==> src/rtl/wam_pkg.sv <==
// Shared constants and types for the key matrix scanner.
package wam_pkg;

    localparam int NUM_ROWS       = 3;
    localparam int NUM_COLS       = 3;
    localparam int NUM_KEYS       = 9;
    localparam int KEY_FIFO_DEPTH = 4;

    typedef logic [3:0] key_code_t;

    // Key index as used on key_code: row*NUM_COLS + col.
    function automatic key_code_t key_index(input logic [1:0] row, input logic [1:0] col);
        return key_code_t'(int'(row) * NUM_COLS + int'(col));
    endfunction

endpackage

==> src/rtl/key_event_fifo.sv <==
// Small FIFO of key codes. A push into a full FIFO is accepted only when a
// pop happens on the same cycle; data_out reads 0 while empty.
module key_event_fifo
    import wam_pkg::*;
(
    input  logic      clk,
    input  logic      reset,
    input  logic      push,
    input  key_code_t data_in,
    output logic      full,
    input  logic      pop,
    output key_code_t data_out,
    output logic      empty
);

    localparam int AW = $clog2(KEY_FIFO_DEPTH);

    key_code_t        r_mem [KEY_FIFO_DEPTH];
    logic [AW-1:0]    r_rd;
    logic [AW-1:0]    r_wr;
    logic [AW:0]      r_cnt;
    logic             w_pop;
    logic             w_push;

    assign empty    = (r_cnt == '0);
    assign full     = (r_cnt == (AW+1)'(KEY_FIFO_DEPTH));
    assign w_pop    = pop & ~empty;
    assign w_push   = push & (~full | w_pop);
    assign data_out = empty ? '0 : r_mem[r_rd];

    // Storage write; contents are don't-care until pointed at by the count.
    always_ff @(posedge clk) begin
        if (w_push) r_mem[r_wr] <= data_in;
    end

    // Pointers and occupancy.
    always_ff @(posedge clk) begin
        if (reset) begin
            r_rd  <= '0;
            r_wr  <= '0;
            r_cnt <= '0;
        end else begin
            if (w_push) r_wr <= r_wr + AW'(1);
            if (w_pop)  r_rd <= r_rd + AW'(1);
            case ({w_push, w_pop})
                2'b10:   r_cnt <= r_cnt + (AW+1)'(1);
                2'b01:   r_cnt <= r_cnt - (AW+1)'(1);
                default: r_cnt <= r_cnt;
            endcase
        end
    end

endmodule

==> src/rtl/key_matrix_scanner.sv <==
// 3x3 key matrix scanner: column strobe, per-key debounce, press-event
// sequencer and event FIFO. Define WAM_ROW_SYNC_EN to route the row returns
// through a 2-flop synchronizer; otherwise rows are sampled directly.
module key_matrix_scanner
    import wam_pkg::*;
#(
    parameter int SCAN_DIV       = 50000,
    parameter int DEBOUNCE_SCANS = 4
) (
    input  logic       clk,
    input  logic       reset,
    output logic [2:0] key_matrix_col,
    input  logic [2:0] key_matrix_row,
    output logic       key_valid,
    output logic [3:0] key_code,
    input  logic       key_ready,
    output logic       key_overflow
);

    localparam int DW = $clog2(SCAN_DIV);

    logic [DW-1:0]          r_div;
    logic [1:0]             r_col;
    logic [NUM_KEYS-1:0]    r_pressed;
    logic [3:0]             r_cnt [NUM_KEYS];
    logic [NUM_ROWS-1:0]    r_pend;
    logic [1:0]             r_pcol;
    logic                   r_ovf;

    logic                   w_sample;
    logic [NUM_ROWS-1:0]    w_row;
    logic [NUM_ROWS-1:0]    w_raw;
    key_code_t              w_key [NUM_ROWS];
    logic [NUM_ROWS-1:0]    w_state;
    logic [3:0]             w_cnt_inc [NUM_ROWS];
    logic [NUM_ROWS-1:0]    w_flip;
    logic [NUM_ROWS-1:0]    w_newpress;
    logic [1:0]             w_prow;
    logic                   w_push;
    key_code_t              w_push_code;
    logic                   w_full;
    logic                   w_empty;
    logic                   w_pop;
    key_code_t              w_head;

    assign w_sample       = (r_div == DW'(SCAN_DIV - 1));
    assign key_matrix_col = ~(3'b001 << r_col);

`ifdef WAM_ROW_SYNC_EN
    logic [NUM_ROWS-1:0] r_sync1;
    logic [NUM_ROWS-1:0] r_sync2;

    // Two-flop synchronizer for the asynchronous row returns.
    always_ff @(posedge clk) begin
        if (reset) begin
            r_sync1 <= '1;
            r_sync2 <= '1;
        end else begin
            r_sync1 <= key_matrix_row;
            r_sync2 <= r_sync1;
        end
    end
    assign w_row = r_sync2;
`else
    assign w_row = key_matrix_row;
`endif

    // Column divider: each column is strobed for SCAN_DIV cycles, wrapping 2->0.
    always_ff @(posedge clk) begin
        if (reset) begin
            r_div <= '0;
            r_col <= '0;
        end else if (w_sample) begin
            r_div <= '0;
            r_col <= (r_col == 2'(NUM_COLS - 1)) ? 2'd0 : r_col + 2'd1;
        end else begin
            r_div <= r_div + DW'(1);
        end
    end

    // Per-row view of the three keys on the active column.
    always_comb begin
        for (int r = 0; r < NUM_ROWS; r++) begin
            w_raw[r]      = ~w_row[r];
            w_key[r]      = key_index(2'(r), r_col);
            w_state[r]    = r_pressed[w_key[r]];
            w_cnt_inc[r]  = r_cnt[w_key[r]] + 4'd1;
            w_flip[r]     = (w_raw[r] != w_state[r]) && (w_cnt_inc[r] == 4'(DEBOUNCE_SCANS));
            w_newpress[r] = w_flip[r] & w_raw[r];
        end
    end

    // Lowest pending row is pushed first.
    always_comb begin
        w_prow = 2'd0;
        for (int r = NUM_ROWS - 1; r >= 0; r--) begin
            if (r_pend[r]) w_prow = 2'(r);
        end
    end

    assign w_push      = |r_pend;
    assign w_push_code = key_index(w_prow, r_pcol);

    // Debounce update at each sample, and the pending-press queue it feeds.
    // At most three presses per sample and SCAN_DIV >= 4, so r_pend is
    // always drained before the next sample overwrites it.
    always_ff @(posedge clk) begin
        if (reset) begin
            r_pressed <= '0;
            for (int k = 0; k < NUM_KEYS; k++) r_cnt[k] <= '0;
            r_pend    <= '0;
            r_pcol    <= '0;
        end else if (w_sample) begin
            for (int r = 0; r < NUM_ROWS; r++) begin
                if (w_raw[r] != w_state[r]) begin
                    if (w_flip[r]) begin
                        r_pressed[w_key[r]] <= w_raw[r];
                        r_cnt[w_key[r]]     <= '0;
                    end else begin
                        r_cnt[w_key[r]]     <= w_cnt_inc[r];
                    end
                end else begin
                    r_cnt[w_key[r]] <= '0;
                end
            end
            r_pend <= w_newpress;
            r_pcol <= r_col;
        end else begin
            r_pend <= r_pend & ~(3'b001 << w_prow);
        end
    end

    assign w_pop = key_valid & key_ready;

    // Sticky overflow: a push found the FIFO full with no pop to make room.
    always_ff @(posedge clk) begin
        if (reset)                          r_ovf <= 1'b0;
        else if (w_push & w_full & ~w_pop)  r_ovf <= 1'b1;
    end

    key_event_fifo u_fifo (
        .clk      (clk),
        .reset    (reset),
        .push     (w_push),
        .data_in  (w_push_code),
        .full     (w_full),
        .pop      (w_pop),
        .data_out (w_head),
        .empty    (w_empty)
    );

    assign key_valid    = ~w_empty;
    assign key_code     = w_head;
    assign key_overflow = r_ovf;

endmodule
==> config.mk <==
export PLATFORM = sky130hd
export DESIGN_NAME = key_matrix_scanner
export DESIGN_NICKNAME = d
export VERILOG_FILES = /design/src/rtl/wam_pkg.sv /design/src/rtl/key_event_fifo.sv /design/src/rtl/key_matrix_scanner.sv
export SDC_FILE = /design/constraint.sdc
export NUM_CORES = 1
export LEC_CHECK = 0
export BUFFER_PORTS_ARGS = -buffer_cell sky130_fd_sc_hd__buf_2
export CAP_MARGIN = 5
export CORE_ASPECT_RATIO = 1.5
export CORE_MARGIN = 2
export CORE_UTILIZATION = 55
export DETAILED_ROUTE_END_ITERATION = 10
export PLACE_DENSITY_LB_ADDON = 0.08
export SETUP_SLACK_MARGIN = 0.1
export SYNTH_ARGS = -nofsm -noshare
export SYNTH_HDL_FRONTEND = slang
export SYNTH_SLANG_ARGS = --single-unit
==> constraint.sdc <==
create_clock -name clk -period 4.5 [get_ports clk]
set_clock_uncertainty 0.05 [all_clocks]
set_input_delay 0.45 -clock clk [delete_from_list [all_inputs] [get_ports clk]]
set_output_delay 0.45 -clock clk [all_outputs]
set_load 0.01 [all_outputs]
; Yosys cells after proc, flatten, opt, wreduce, memory -nomap -nowiden
; Memories as Yosys holds them, arrays and structs flattened. A register that Yosys moved wholly into a read port is not among the register bits.
; Cells that the tools add are included.
; Widths: inputs -> output; s select.
[word_totals]
reg_bits = 40
latch_bits = 0
ram_bits = 52
mem_bits_ro = 0
out_inout_bits = 9
wordCells = 177
n_memories = 2
[op_classes]
addsub = 12
n_mul = 1
div_mod_pow = 0
magnitude_cmp = 6
n_eq_ne = 11
n_shift = 2
muxes = 97
n_bitwise = 24
reduce_logical = 13
[mem_list]
columns = memory, depth, width, rd, rd_clocked_by_memory_dff, wr, line_no
row1 = r_cnt, 9, 4, 3, 1, 9, key_matrix_scanner.sv:25  ; logic [3:0] r_cnt [NUM_KEYS];
row2 = u_fifo.r_mem, 4, 4, 1, 1, 1, key_event_fifo.sv:18  ; key_code_t r_mem [KEY_FIFO_DEPTH];
[op_table]
columns = operator, n
row1 = $mux 9, 10
row2 = $mux 4, 15
row3 = $mux 1, 55
row4 = $bwmux 9, 3
row5 = $add 16x1->16 const B, 1
row6 = $eq 16x16->1 const B, 1
row7 = $add 4x1->4 const B, 3
row8 = $eq 4x3->1 const B, 3
row9 = $mux 2, 6
row10 = $reduce_or 4->1, 3
row11 = $and 1x1->1, 8
row12 = $bmux 1 s4, 2
row13 = $demux 1 s4, 2
row14 = $or 1x1->1, 7
row15 = $add 2x1->2 const B, 3
row16 = $logic_and 1x1->1, 6
row17 = $not 1->1, 6
row18 = $not 3->3, 2
row19 = $pmux 3 s2, 1
row20 = $shl 1x2->3 const A, 2
row21 = $lt 2x5->1 const B, 1
row22 = $lt 3x5->1 const B, 1
row23 = $lt 4x5->1 const B, 1
row24 = $add 3x2->4 const A, 1
row25 = other kinds (20), 23

; Depth between registers and ports, before layout
[logic_depth]
depth_word = 17
mapped_depth = 14
ltp_nobuf = 10

; By module
; Synthesis repeated with hierarchy kept, for this count alone.
[hier_totals]
cells_unflattened = 570
area_unflattened_um2 = 5830.6
[by_module_without_submodules]
columns = mod, n_inst, cells_each, area_each_um2, seq_area_each_um2
row1 = key_matrix_scanner, 1, 492, 4724.5, 1901.8
row2 = key_event_fifo, 1, 78, 1106.1, 660.6

; Least setup slack after synthesis
; OpenSTA, ideal clock, no wires.
[synth_path]
path_kind = flip-flop to flip-flop
startpoint = reg r_col[0]
endpoint = mem r_cnt[5][1], data pin
arrival_time_ns = 3.787
required_ns = 4.305
slack_ns = 0.518
path_stages_with_launch = 15
period_less_slack_ns = 3.982
path_cell_list = dfxtp_1 -> buf_6 -> buf_6 -> clkinv_1 -> ha_1 -> buf_6 -> buf_2 -> mux4_2 -> mux2_2 -> ha_1 -> nor2b_1 -> a22o_4 -> or4_4 -> or3_1 -> o21ai_1
[synth_lines]
columns = element, line_no
row1 = start: declaration, key_matrix_scanner.sv:23  ; logic [1:0] r_col;
row2 = start signal: assignment, key_matrix_scanner.sv:75  ; r_col <= (r_col == 2'(NUM_COLS - 1)) ? 2'd0 : r_col + 2'd1;
row3 = end: declaration, key_matrix_scanner.sv:25

==> results.json <==
{
  "cts_resized": 0,
  "ys_warn_count": 0,
  "die_area_um2": 11730,
  "remaining_drc_errors": 0,
  "async_flop_share": 0,
  "drtAntennaViolNets": 0,
  "synth-edff-count": 56,
  "avgSynthCellArea_um2": 10.44,
  "tightest_slew_ns": 0.7867,
  "power.share.clock": 0.409,
  "combPwrFrac": 0.048,
  "io-pin-count": 15,
  "final_area_um2": 6407,
  "period_needed_ns": 4.030,
  "worstHoldPathType": "in -> reg",
  "critPathArrivalTime_ns": 4.15,
  "routedWlPerCell_um": 20.88,
  "viasPerCell": 6.315,
  "synth_nets": 602,
  "synth-seq-cells": 100,
  "power_density_nw_per_um2": 285.1,
  "port_buffers": 14,
  "area_growth_pct": 7.246,
  "drt_iter0_markers": 211,
  "slew_violations": 0,
  "p_sw_w": 0.0004101,
  "fin_ws_ns": 0.4696,
  "die_h_um": 131.6,
  "path_clk_slew_ns": 0.07,
  "overflow": 0,
  "start_kind": "flop",
  "reg2reg_depth": 10,
  "synth_cell_types": 70,
  "setup-tns-final_ns": 0,
  "cp-end-kind": "flop",
  "num_antenna_cells": 0,
  "start_util": 0.5642,
  "whs_path_depth": 2,
  "core_um2": 10590,
  "dieWidth_um": 89.10,
  "finalHoldViolCount": 0,
  "critical_path_required_ns": 4.62,
  "rsz0062_at_grt": "no",
  "syn-instance-count": 572,
  "cts_made_buffers": 9,
  "wirelength_um": 15030,
  "core.rowCount": 46,
  "worst_skew_pair.late_latency_ns": 0.36,
  "internal_power_w": 0.001417,
  "grt_use_total": 0.2712,
  "status": "complete, no violations",
  "path_max_fanout": 10,
  "dpl.hpwl_um": 11270,
  "ir_drop_mv": 0.1943,
  "ys.flop_type": "edfxtp_1",
  "dr.pass1.iters": 5,
  "gp_congestion": 0.8918,
  "cts.sinks": 100,
  "h-tree-depth": 3,
  "root_buffer": "clkbuf_16",
  "drv_cap": 0,
  "grt_max_degree": 28,
  "slew_headroom": 0.4700,
  "drive_gt1_frac": 0.1406,
  "grt_pass1_vias": 4644,
  "hold_buffers": 0,
  "swShare": 0.2245,
  "seqPwrFrac": 0.543,
  "syn-cell-area_um2": 5974,
  "fin_crit_sh": 0.8957,
  "cts_tree": "done",
  "p_leak_nw": 2.181,
  "setup_viol": 0,
  "clock_tree.buffer_depth": 2,
  "post_cts_buffers": 0,
  "finalNetCount": 601,
  "crit_type": "reg -> reg",
  "antenna_found_initial": 0,
  "routed-via-count": 4547,
  "place_area_um2": 6121,
  "grt_pass1_wl_um": 24100,
  "dp_slack_ns": 0.4766,
  "yosysSeqAreaShare": 0.4289,
  "fmax_mhz": 248.1
}
-- worst max-delay path: stages (launching register included) --
cell and delay, ns:
dfxtp_1 0.33, clkinv_1 0.20, ha_1 0.55, buf_4 0.26, mux4_2 0.32, mux2_2 0.31, ha_1 0.28, nor2b_1 0.19
a22o_4 0.32, or4_1 0.70, o31ai_1 0.32
-- power by group through the flow --
stage / clock network [W] / logic (W) / registers [W]
detailed placement: 0 / 0.0000882 / 0.00101
global route: 0.000784 / 0.0000969 / 0.000993
global placement: 0 / 0.0000862 / 0.00101
CTS: 0.000756 / 0.0000884 / 0.000991
floorplan: 0 / 0.0000646 / 0.00100
finish: 0.000747 / 0.0000883 / 0.000992
-- cells by family after synthesis --
group | Yosys count | share of synthesized area
flip-flops | 100 | 0.4289
multiplexers | 36 | 0.1196
adder cells (fa/ha/maj) | 24 | 0.05403
buffers and inverters | 62 | 0.04440
AND/OR/NAND/NOR | 211 | 0.1835
XOR/XNOR | 25 | 0.03791
AO/OA/AOI/OAI | 114 | 0.1317
-- state kept, by name, indices dropped and copies added, names as in the netlist, named ones only --
name and count:
u_fifo.r_mem 16, u_fifo.r_wr 2, u_fifo.r_cnt 3, r_pcol 2, r_cnt 40, r_col 2, key_overflow 1, r_pressed 9
r_div 16, r_pend 3, u_fifo.r_rd 2
-- metrics by stage --
stage,total power (W),hold slack [ns],instances,util
detailed placement,0.001100,0.3993,704,0.5780
finish,0.001827,0.3909,720,0.6050
floorplan,0.001069,0.3632,572,-
CTS,0.001835,0.3836,720,0.6050
global route,0.001874,0.3985,720,0.6050
global placement,0.001097,0.3793,704,0.5780
-- layer usage --
metal / global-route usage / wire length [µm]
met5: 0 / 0
met3: 0.04334 / 815
met4: 0.1426 / 631
met1: 0.3238 / 5660
met2: 0.4556 / 7925
-- cell usage in the layout (no fill, tap or decap), drive strengths merged, types with 10 or more instances in the layout --
| cell | instances |
|---|---|
| xnor2 | 14 |
| nand3 | 39 |
| or3 | 12 |
| edfxtp | 56 |
| ha | 21 |
| o21ai | 37 |
| buf | 21 |
| xor2 | 11 |
| and3 | 12 |
| dfxtp | 44 |
| inv | 30 |
| nor2 | 48 |
| a21oi | 22 |
| clkbuf | 11 |
| o31ai | 10 |
| and2 | 15 |
| nand2 | 38 |
| nor3 | 10 |
| mux4 | 27 |
-- Yosys cell counts, types with 4 or more instances --
cell	count	area share
ha_1	21	0.044
a311oi_1	4	0.0059
edfxtp_1	56	0.28
o21ai_0	18	0.015
o31ai_1	6	0.0075
xnor2_1	13	0.019
nand4_1	6	0.0063
o21ai_1	19	0.016
buf_2	5	0.0042
xor2_1	11	0.016
or4_1	4	0.0050
and3_1	12	0.013
nor4_1	4	0.0042
nand3_1	39	0.033
clkbuf_1	22	0.014
dfxtp_1	44	0.15
a31oi_1	9	0.0094
nor2b_1	5	0.0052
nor2_1	48	0.030
o31ai_2	4	0.0084
mux2i_1	5	0.0084
o211ai_1	4	0.0050
a21oi_1	22	0.018
mux4_2	27	0.10
or3_1	12	0.013
inv_1	27	0.017
nand2_1	38	0.024
nor3_1	10	0.0084
and2_1	15	0.016
-- worst paths after layout --
path	start	endpoint	slack (ns)
worst max register to register	r_col[0]$_SDFFE_PP0N_	r_cnt[5][2]$_DFFE_PP_	0.47
worst min-delay path	key_matrix_row[0]	r_pend[0]$_SDFF_PP0_	0.39
worst max-delay path	r_col[0]$_SDFFE_PP0N_	r_cnt[5][2]$_DFFE_PP_	0.47
worst min register to register	r_div[0]$_SDFF_PP0_	r_div[0]$_SDFF_PP0_	0.40
-- layout make-up --
type | instances | area, µm²
timing repair buffer | 21 | 122.6
tap | 144 | 180.2
sequential | 100 | 2562
inverter | 29 | 108.9
clock inverter | 5 | 33.78
fill | 963 | 4183
multi-input combinational | 410 | 3147
clock buffer | 11 | 252.7
Note: power is estimated with default switching activity, not from simulation.
